<file path="src/rtl/operand_pair_sequencer_pkg.sv">
// Shared definitions for the operand pair sequencer: FSM state encoding and
// the terminal pair-index test.
package operand_pair_sequencer_pkg;

    typedef enum logic [1:0] {
        ST_IDLE  = 2'd0,
        ST_OFFER = 2'd1,
        ST_HOLD  = 2'd2,
        ST_FIN   = 2'd3
    } state_t;

    // True when idx is the last pair of a sweep over pair_bits-wide indices.
    function automatic logic is_last_pair(input logic [31:0] idx, input int unsigned pair_bits);
        return idx == ((32'd1 << pair_bits) - 32'd1);
    endfunction

endpackage

</file>
<file path="src/rtl/operand_pair_sequencer_if.sv">
// Control and operand bundle between the sequencer (master) and whoever
// drives its controls and consumes its operands (slave).
interface operand_pair_sequencer_if #(
    parameter int WIDTH = 2
);
    logic                   start;
    logic                   stop;
    logic                   ready;
    logic [WIDTH-1:0]       a;
    logic [WIDTH-1:0]       b;
    logic                   valid;
    logic                   busy;
    logic                   done;
    logic [2*WIDTH-1:0]     idx;

    modport master (
        input  start, stop, ready,
        output a, b, valid, busy, done, idx
    );

    modport slave (
        output start, stop, ready,
        input  a, b, valid, busy, done, idx
    );
endinterface

</file>
<file path="src/rtl/operand_pair_sequencer_hold_timer.sv">
// Loadable down-counter that times how long an accepted pair stays stable.
// Saturates at zero; zero flag is combinational from the count.
module hold_timer #(
    parameter int WIDTH = 1
) (
    input  logic             clk,
    input  logic             rst,
    input  logic             load,
    input  logic             dec,
    input  logic [WIDTH-1:0] load_value,
    output logic [WIDTH-1:0] value,
    output logic             zero
);

    // NOTE: sequential state uses non-blocking assignments so every register
    // samples the pre-edge values of its inputs.
    always_ff @(posedge clk or posedge rst) begin
        if (rst) begin
            value <= '0;
        end else if (load) begin
            value <= load_value;
        end else if (dec && value != '0) begin
            value <= value - 1'b1;
        end
    end

    assign zero = (value == '0);

endmodule

</file>
<file path="src/rtl/operand_pair_sequencer.sv">
// Sweeps every (a,b) operand pair in index order, offering each with a
// valid/ready handshake and then holding it stable for HOLD_CYCLES cycles.
module operand_pair_sequencer
    import operand_pair_sequencer_pkg::*;
#(
    parameter int WIDTH       = 2,
    parameter int HOLD_CYCLES = 5
) (
    input  logic                     clk,
    input  logic                     rst,
    operand_pair_sequencer_if.master bus
);

    localparam int PAIR_BITS = 2 * WIDTH;
    localparam int TIMER_W   = (HOLD_CYCLES > 0) ? $clog2(HOLD_CYCLES + 1) : 1;
    localparam logic [TIMER_W-1:0] HOLD_LOAD =
        (HOLD_CYCLES > 0) ? TIMER_W'(HOLD_CYCLES - 1) : '0;

    state_t                 state_q, state_d;
    logic [PAIR_BITS-1:0]   idx_q, idx_d;
    logic                   valid_q, valid_d;
    logic                   busy_q, busy_d;
    logic                   done_q, done_d;
    logic                   advance;
    logic                   last_pair;
    logic                   timer_load, timer_dec, timer_zero;
    logic [TIMER_W-1:0]     timer_value;

    hold_timer #(.WIDTH(TIMER_W)) u_hold_timer (
        .clk        (clk),
        .rst        (rst),
        .load       (timer_load),
        .dec        (timer_dec),
        .load_value (HOLD_LOAD),
        .value      (timer_value),
        .zero       (timer_zero)
    );

    assign last_pair = is_last_pair(32'(idx_q), PAIR_BITS);

    // NOTE: every variable gets a default before the case so no path leaves
    // one unassigned, which would otherwise infer a latch.
    always_comb begin
        state_d    = state_q;
        idx_d      = idx_q;
        valid_d    = valid_q;
        done_d     = 1'b0;
        advance    = 1'b0;
        timer_load = 1'b0;
        timer_dec  = 1'b0;

        if (state_q != ST_IDLE && bus.stop) begin
            state_d = ST_IDLE;
            idx_d   = '0;
            valid_d = 1'b0;
        end else begin
            unique case (state_q)
                ST_IDLE: begin
                    if (bus.start && !bus.stop) begin
                        state_d = ST_OFFER;
                        idx_d   = '0;
                        valid_d = 1'b1;
                    end
                end
                ST_OFFER: begin
                    if (valid_q && bus.ready) begin
                        valid_d = 1'b0;
                        if (HOLD_CYCLES > 0) begin
                            state_d    = ST_HOLD;
                            timer_load = 1'b1;
                        end else begin
                            advance = 1'b1;
                        end
                    end
                end
                ST_HOLD: begin
                    if (timer_zero) advance   = 1'b1;
                    else            timer_dec = 1'b1;
                end
                ST_FIN: begin
                    state_d = ST_IDLE;
                    idx_d   = '0;
                end
                default: state_d = ST_IDLE;
            endcase

            // Terminal compare happens before the increment, so idx never wraps.
            if (advance) begin
                if (last_pair) begin
                    state_d = ST_FIN;
                    done_d  = 1'b1;
                end else begin
                    state_d = ST_OFFER;
                    idx_d   = idx_q + 1'b1;
                    valid_d = 1'b1;
                end
            end
        end

        busy_d = (state_d != ST_IDLE);
    end

    always_ff @(posedge clk or posedge rst) begin
        if (rst) begin
            state_q <= ST_IDLE;
            idx_q   <= '0;
            valid_q <= 1'b0;
            busy_q  <= 1'b0;
            done_q  <= 1'b0;
        end else begin
            state_q <= state_d;
            idx_q   <= idx_d;
            valid_q <= valid_d;
            busy_q  <= busy_d;
            done_q  <= done_d;
        end
    end

    assign bus.idx   = idx_q;
    assign bus.a     = idx_q[PAIR_BITS-1:WIDTH];
    assign bus.b     = idx_q[WIDTH-1:0];
    assign bus.valid = valid_q;
    assign bus.busy  = busy_q;
    assign bus.done  = done_q;

endmodule

</file>
<file path="src/flat_wrapper.sv">
// flat-port wrapper written by rule: the top's interface ports become plain ports
module operand_pair_sequencer_flat import operand_pair_sequencer_pkg::*;
#(
    parameter int WIDTH       = 2,
    parameter int HOLD_CYCLES = 5
)
  (clk, rst, bus_start, bus_stop, bus_ready, bus_a, bus_b, bus_valid, bus_busy, bus_done, bus_idx);
  operand_pair_sequencer_if #(.WIDTH(WIDTH)) bus_i ();
  input  logic clk;
  input  logic rst;
  input wire logic [$bits(bus_i.start)-1:0] bus_start;
  input wire logic [$bits(bus_i.stop)-1:0] bus_stop;
  input wire logic [$bits(bus_i.ready)-1:0] bus_ready;
  output wire logic [$bits(bus_i.a)-1:0] bus_a;
  output wire logic [$bits(bus_i.b)-1:0] bus_b;
  output wire logic [$bits(bus_i.valid)-1:0] bus_valid;
  output wire logic [$bits(bus_i.busy)-1:0] bus_busy;
  output wire logic [$bits(bus_i.done)-1:0] bus_done;
  output wire logic [$bits(bus_i.idx)-1:0] bus_idx;
  assign bus_i.start = bus_start;
  assign bus_i.stop = bus_stop;
  assign bus_i.ready = bus_ready;
  assign bus_a = bus_i.a;
  assign bus_b = bus_i.b;
  assign bus_valid = bus_i.valid;
  assign bus_busy = bus_i.busy;
  assign bus_done = bus_i.done;
  assign bus_idx = bus_i.idx;
  operand_pair_sequencer #(.WIDTH(WIDTH), .HOLD_CYCLES(HOLD_CYCLES)) u_core (.clk(clk), .rst(rst), .bus(bus_i));
endmodule
</file>
<file path="config.mk">
export PLATFORM = sky130hd
export DESIGN_NAME = operand_pair_sequencer_flat
export DESIGN_NICKNAME = d
export VERILOG_FILES = /design/src/rtl/operand_pair_sequencer_pkg.sv /design/src/rtl/operand_pair_sequencer_if.sv /design/src/rtl/operand_pair_sequencer_hold_timer.sv /design/src/rtl/operand_pair_sequencer.sv /design/src/flat_wrapper.sv
export SDC_FILE = /design/constraint.sdc
export NUM_CORES = 1
export LEC_CHECK = 0
export ABC_AREA = 1
export ABC_CLOCK_PERIOD_IN_PS = 4500
export CELL_PAD_IN_SITES_DETAIL_PLACEMENT = 1
export CELL_PAD_IN_SITES_GLOBAL_PLACEMENT = 1
export CORE_MARGIN = 4
export CORE_UTILIZATION = 39
export CTS_CLUSTER_DIAMETER = 150
export DETAILED_ROUTE_END_ITERATION = 10
export PLACE_DENSITY = 0.78
export SLEW_MARGIN = 30
export SYNTH_ARGS = -nofsm -noshare
export SYNTH_HDL_FRONTEND = slang
export SYNTH_SLANG_ARGS = --single-unit
</file>
<file path="constraint.sdc">
create_clock -name clk -period 4.5 [get_ports clk]
set_clock_uncertainty 0.2 [all_clocks]
set_input_delay 0.9 -clock clk [delete_from_list [all_inputs] [get_ports clk]]
set_output_delay 0.9 -clock clk [all_outputs]
set_load 0.02 [all_outputs]
</file>
==> summary.txt, run 1 <==
Placed design
  • DP Wirelength: 1620 um
  • IO buf count: 15
  • Gpl congestion: 0.756

Clock tree
  • Clock slew at reported path FFs: 0.08 ns
  • Root Driver: clkbuf_4
  • # H-tree levels: 1
  • # resized after CTS: 0
  • Sink Count: 12
  • Worst skew pair latency: 0.27 ns
  • TritonCTS clock tree: done
  • Post-CTS Setup Bufs: 0
  • Hold Buf Count CTS: 0
  • CTS max path bufs: 2
  • CTS buffer count: 3

Floorplan
  • Initial Util: 42.9%
  • Die Y: 55.4 um
  • Die area: 3070 um2
  • IO Pins: 16
  • Core ar.: 2040 um2
  • Chip Width: 55.4 um
  • Row count: 16

Timing
  • Worst slew pin tran: 0.483 ns
  • Period utilization: 56.1%
  • Hold Slack: 0.382 ns
  • TNS Setup: 0 ns
  • Max_slew headroom: 67.7%
  • RSZ-0062 raised after global routing: no
  • F_max: 396 MHz
  • Slew Limit Fails: 0
  • Setup-failing EPs final: 0
  • Final Hold Fails: 0
  • Period minus WS final: 2.52 ns

Yosys
  • #FFs+latches synth: 12
  • Synth cell count leaders: nand2_1 (29), inv_1 (16), dfrtp_1 (12)
  • Top post-synthesis cells by area: dfrtp_1 (34%), nand2_1 (12%), ha_1 (11%), inv_1 (6.9%), nand3_1 (6.3%)
  • Top-count cell post-synth: nand2_1
  • Synth top area share: 34.3%
  • Synth unique cells: 19
  • Synth Cell Area: 876 um2
  • YS warnings: 0
  • Mapped Avg Cell Area: 7.55 um2
  • Mapped Nets: 129
  • Post-synthesis sequential area ratio: 34.3%
  • Post-Syn Instances: 116
  • Ys flop type: dfrtp_1
  • Area leader, netlist: dfrtp_1
  • FFs w/ async S/R, synth: 100%
  • EDFF count, synth: 0

Worst setup path
  • Worst-path cell chain: clkdlybuf4s50_1
  • Worst path top cell family by delay: buffers and inverters
  • Crit path buffers/inverters: 1
  • FF-to-FF End: u_core.u_hold_timer.value[2]$_DFFE_PP0P_
  • Stages on worst setup path: 1
  • CP Class: register to primary output
  • Crit start category: register
  • Critical path origin: u_core.bus.idx[3]$_DFF_PP0_
  • CP Max Fanout: 7
  • Slowest cell on the critical path: clkdlybuf4s50_1
  • R2r setup slk: 2.81 ns
  • Largest stage delay, worst path: 0.67 ns
  • WP data required: 3.40 ns
  • Worst Reg-to-Reg Cells: 9
  • Crit path capture: bus_idx[3]
  • Critical R2R Launch: u_core.state_q[0]$_DFF_PP0_
  • Setup crit end kind: primary output
  • Critical path data arrival time: 1.42 ns

Hold path
  • Hold crit path type: register to register
  • WHS Path Cells: 2
  • Min-delay src: u_core.u_hold_timer.value[1]$_DFFE_PP0P_

Final layout
  • Layout cell share with drive strength beyond 1: 18.5%
  • Number of fill cells in the layout: 266
  • Fin nets: 145
  • Syn-to-layout area delta: 20.1%
  • Antenna diodes: 0

GRT
  • Global Route Usage Sum: 14.6%
  • First-pass GRT wire length: 3710 um
  • Gr ovfl total: 0
  • Largest net degree at the start of global routing: 13
  • Antenna violations before repair: 0
  • Vias in the first global route: 806

Drt
  • Initial drt markers: 4
  • Remaining DRCs: 0
  • Vias: 773
  • Pre-Repair DR Iteration Count: 5
  • Routed Antenna Nets: 0
  • Vias/cell: 4.92
  • Final wirelength: 2000 um
  • Drt wl/cell: 12.7 um

Power and ir drop
  • Pleak: 0.531 nW
  • Peak supply drop: 312 uV
  • Power Density: 524 nW/um2

Flow run
  • Max-cap viol count: 0

Outcome
  • Outcome: finished, final reports clean
where the power goes:
| group | internal, mW | leakage, nW | total [mW] | switching, mW |
|---|---|---|---|---|
| Clock | 0.0309 | 0.0138 | 0.0674 | 0.0365 |
| Combinational | 0.118 | 0.362 | 0.313 | 0.195 |
| Sequential | 0.141 | 0.156 | 0.171 | 0.0300 |
registers in the layout, summed over array words and instances, names as in the netlist:
signal,flops
u_core.bus.idx,4
u_core.u_hold_timer.value,3
u_core.state_q,2
u_core.bus.busy,1
u_core.bus.done,1
u_core.bus.valid,1
placed cells by master (no fill, tap or decap), drive strengths merged:
master,n
clkbuf,3
inv,21
nor2,9
nand2,37
nand4,2
nand3b,1
a21oi,5
o21ai,5
dfrtp,12
clkdlybuf4s50,15
nand3,12
ha,8
kinds of logic (layout without fill, tap and decap cells):
logic type	count (synthesis)	count (layout)	share of synthesized area [%]
and+or+nand+nor	61	61	35.3
DFF	12	12	34.3
buffers and inverters	25	39	12.4
AOI/OAI and AO/OA	10	10	6.57
adders and majority gates	8	8	11.4
cell type report:
| cell class | count | area, um2 | share of cell area [%] |
|---|---|---|---|
| clock buffer | 3 | 22.5 | 2.14 |
| multi-input combinational | 79 | 467 | 44.4 |
| tap | 27 | 33.8 | 3.21 |
| inverter | 21 | 78.8 | 7.49 |
| sequential | 12 | 300 | 28.5 |
| timing repair buffer | 15 | 150 | 14.3 |
metrics by stage:
step | utilization, % | power, mW | setup slack [ns] | std cells | cell area (um2)
after CTS | 51.5 | 0.561 | 1.97 | 157 | 1050
after detailed placement | 50.4 | 0.492 | 2.24 | 154 | 1030
final | 51.5 | 0.552 | 1.98 | 157 | 1050
after floorplan | - | 0.401 | 2.69 | 116 | 876
after global routing | 51.5 | 0.608 | 1.91 | 157 | 1050
after global placement | 50.4 | 0.478 | 2.27 | 154 | 1030
worst min-delay path by stage:
| stage | endpoint | slack [ns] |
|---|---|---|
| 6_report | u_core.u_hold_timer.value[1]$_DFFE_PP0P_ | 0.38 |
| 5_1_grt | u_core.u_hold_timer.value[1]$_DFFE_PP0P_ | 0.42 |
| 4_1_cts | u_core.u_hold_timer.value[1]$_DFFE_PP0P_ | 0.39 |
| 3_5_place_dp | u_core.u_hold_timer.value[1]$_DFFE_PP0P_ | 0.37 |
| 3_3_place_gp | u_core.u_hold_timer.value[1]$_DFFE_PP0P_ | 0.35 |
| 2_1_floorplan | u_core.u_hold_timer.value[1]$_DFFE_PP0P_ | 0.32 |
per-layer routing:
metal / routed length (um) / global-route usage, %
met1: 983 / 21.0
met2: 952 / 22.3
met3: 34 / 1.63
met4: 29 / 5.21
met5: 0 / 0
(Power assumes the default switching activity.)
==> inputs of run 2 (changes only) <==
--- a/config.mk
+++ b/config.mk
@@ -6,14 +6,14 @@
 export NUM_CORES = 1
 export LEC_CHECK = 0
 export ABC_AREA = 1
-export ABC_CLOCK_PERIOD_IN_PS = 4500
+export ABC_CLOCK_PERIOD_IN_PS = 2250
 export CELL_PAD_IN_SITES_DETAIL_PLACEMENT = 1
 export CELL_PAD_IN_SITES_GLOBAL_PLACEMENT = 1
 export CORE_MARGIN = 4
-export CORE_UTILIZATION = 39
+export CORE_UTILIZATION = 33
 export CTS_CLUSTER_DIAMETER = 150
 export DETAILED_ROUTE_END_ITERATION = 10
-export PLACE_DENSITY = 0.78
+export PLACE_DENSITY = 0.7
 export SLEW_MARGIN = 30
 export SYNTH_ARGS = -nofsm -noshare
 export SYNTH_HDL_FRONTEND = slang
==> constraint.sdc (replaced) <==
create_clock -name clk -period 2.25 [get_ports clk]
set_clock_uncertainty 0.2 [all_clocks]
set_input_delay 0.45 -clock clk [delete_from_list [all_inputs] [get_ports clk]]
set_output_delay 0.45 -clock clk [all_outputs]
set_load 0.02 [all_outputs]
==> run 2 against run 1 <==
Compared with the run above: non-clock buffer count unchanged; die area increased by 15%; first-iteration DRC count rose to 6.5 times the previous value; count of clock-buffer cells in the layout up 1; utilization decreased by 8.7 points; combinational power rose by 100%; largest power group unchanged; sequential share of layout area shrank 0.47 points; critical path type unchanged; total power increased by 110%.
==> summary.txt, run 2 (synthesis gave the netlist of run 1 again) <==
Placed design
  • Inst Count DP: 157 (+1.9%)
  • DP Wirelength: 1670 um (+2.9%)
  • Gpl congestion: 0.826 (+9.2%)
  • IO buf count: 15 (unchanged)

Drt
  • Initial drt markers: 26 (+22)
  • Drt wl/cell: 12.8 um (+0.44%)
  • Routed Antenna Nets: 0 (unchanged)
  • Vias: 749 (-3.1%)
  • Remaining DRCs: 0 (unchanged)
  • Pre-Repair DR Iteration Count: 4 (-1)
  • Vias/cell: 4.65 (-5.5%)
  • Final wirelength: 2060 um (+3.0%)

Power and ir drop
  • Peak supply drop: 590 uV (+89%)
  • Sw Pwr: 0.537 mW (+110%)
  • Total power: 1.15 mW (+110%)
  • Reg power frac: 29.8% (-1.3 points)
  • Clock power share: 15.4% (+3.2 points)
  • Int Pwr: 0.617 mW (+110%)
  • Power Density: 1080 nW/um2 (+110%)
  • Pleak: 0.539 nW (+1.4%)
  • Combinational Power Share: 54.8% (-1.9 points)
  • Net Sw Frac: 46.5% (-0.87 points)

Worst setup path
  • Worst path top cell family by delay: buffers and inverters
  • Slowest cell on the critical path: clkdlybuf4s50_1
  • Crit start category: register
  • Crit path buffers/inverters: 1 (unchanged)
  • CP Max Fanout: 7 (unchanged)
  • Largest stage delay, worst path: 0.65 ns (-0.02 ns)
  • Critical path data arrival time: 1.40 ns (-0.02 ns)
  • Setup crit end kind: primary output
  • WP data required: 1.60 ns (-1.80 ns)
  • Worst-path cell chain: clkdlybuf4s50_1
  • CP Class: register to primary output

Timing
  • Period utilization: 91.1%
  • Slew Limit Fails: 0 (unchanged)
  • Setup-failing EPs final: 0 (unchanged)
  • Max_slew headroom: 68.0% (+0.31 points)
  • Final Hold Fails: 0 (unchanged)
  • TNS Setup: 0 ns (unchanged)
  • Worst slew pin tran: 0.479 ns (-0.00467 ns)
  • RSZ-0062 raised after global routing: no
  • F_max: 488 MHz
  • Period minus WS final: 2.05 ns

Clock tree
  • # resized after CTS: 0 (unchanged)
  • Root Driver: clkbuf_4
  • CTS buffer count: 3 (unchanged)
  • # H-tree levels: 1 (unchanged)
  • Sink Count: 12 (unchanged)
  • Worst skew pair latency: 0.27 ns (about the same)
  • TritonCTS clock tree: done
  • Post-CTS Setup Bufs: 0 (unchanged)
  • Clock slew at reported path FFs: 0.09 ns (about the same)
  • CTS max path bufs: 2 (unchanged)
  • Hold Buf Count CTS: 0 (unchanged)

Final layout
  • Syn-to-layout area delta: 22.1%
  • Most common cell after layout, fill and taps aside: nand2_1
  • Multi-input gate area: 467 um2 (unchanged)
  • Antenna diodes: 0 (unchanged)
  • Final non-filler cell total: 161 (+2.5%)
  • Number of fill cells in the layout: 320 (+20%)
  • Layout cell share with drive strength beyond 1: 19.1% (+0.62 points)
  • Largest register FFs: 4 (unchanged)
  • Fin nets: 145 (unchanged)
  • Sequential Area: 300 um2 (unchanged)
  • Most frequent cells in the layout: nand2_1 (29), inv_1 (16), clkdlybuf4s50_1 (15), dfrtp_1 (12), nand3_1 (11)

Outcome
  • Outcome: finished, final reports clean

GRT
  • First-pass GRT wire length: 3600 um (-3.0%)
  • Antenna violations before repair: 0 (unchanged)
  • Global Route Usage Sum: 13.5% (-1.1 points)
  • Vias in the first global route: 815 (+1.1%)
  • Gr ovfl total: 0 (unchanged)
  • Largest net degree at the start of global routing: 13 (unchanged)

Flow run
  • Max-cap viol count: 0 (unchanged)

Floorplan
  • Row count: 18 (+2)
  • IO Pins: 16 (unchanged)
  • Chip Width: 59.5 um (+7.4%)
  • Die Y: 59.5 um (+7.4%)
  • Core ar.: 2500 um2 (+22%)
  • Initial Util: 35.0% (-7.9 points)
  • Die area: 3540 um2 (+15%)

Hold path
  • Hold crit path type: input pin to async pin
==> run 2: changes by cell type in the layout (fill, tap and decap cells not counted), sizes merged <==
cell,before,now
clkbuf,3,4
==> run 2: worst paths after layout <==
check | endpoint | from | slack (ns) | depth (start not counted)
min reg2reg | u_core.u_hold_timer.value[1]$_DFFE_PP0P_ | u_core.u_hold_timer.value[1]$_DFFE_PP0P_ | 0.38 | 2
min | u_core.bus.done$_DFF_PP0_ | rst | 0.28 | 2
max | bus_idx[2] | u_core.bus.idx[2]$_DFF_PP0_ | 0.20 | 1
max reg2reg | u_core.u_hold_timer.value[2]$_DFFE_PP0P_ | u_core.state_q[0]$_DFF_PP0_ | 0.58 | 9
max in group asynchronous | u_core.u_hold_timer.value[0]$_DFFE_PP0P_ | rst | 1.24 | 2
min in group clk | u_core.u_hold_timer.value[1]$_DFFE_PP0P_ | u_core.u_hold_timer.value[1]$_DFFE_PP0P_ | 0.38 | 2
==> run 2: layout make-up <==
| type | instances | area share [%] |
|---|---|---|
| Inverter | 21 | 7.37 |
| Multi-Input combinational cell | 79 | 43.6 |
| Clock buffer | 4 | 3.39 |
| Tap cell | 30 | 3.51 |
| Timing Repair Buffer | 15 | 14.0 |
| Sequential cell | 12 | 28.1 |
==> run 2: per-stage QoR <==
stage	hold slack, ns	utilization [%]	setup slack (ns)	cell area (um2)
after floorplan	0.115	-	0.755	876
after global placement	0.347	41.3	0.451	1030
after detailed placement	0.366	41.3	0.414	1030
after CTS	0.303	42.8	0.183	1070
after global routing	0.345	42.8	0.144	1070
final	0.278	42.8	0.200	1070
==> run 2: layer usage <==
metal / up-vias / wire (um) / GRT usage, %
met5: - / 0 / 0
met4: 0 / 14 / 3.80
met3: 2 / 57 / 1.96
met2: 14 / 1000 / 23.2
met1: 347 / 986 / 17.4
li1: 386 / - / -
==> run 2: worst register-to-register path, cell delays in order, from the launching register on <==
cell and delay [ns]:
dfrtp_1 0.41, inv_1 0.14, ha_1 0.26, inv_2 0.07, nand2_4 0.12, nand3_2 0.10, inv_2 0.09, nand2_1 0.05
nand2_1 0.05, nand3_1 0.07
==> run 2: power by group through the flow <==
stage	clock [mW]	sequential (mW)	combinational (mW)
final	0.178	0.344	0.632
after floorplan	0	0.370	0.431
after detailed placement	0	0.351	0.639
after global routing	0.197	0.358	0.718
after CTS	0.186	0.347	0.643
after global placement	0	0.348	0.617
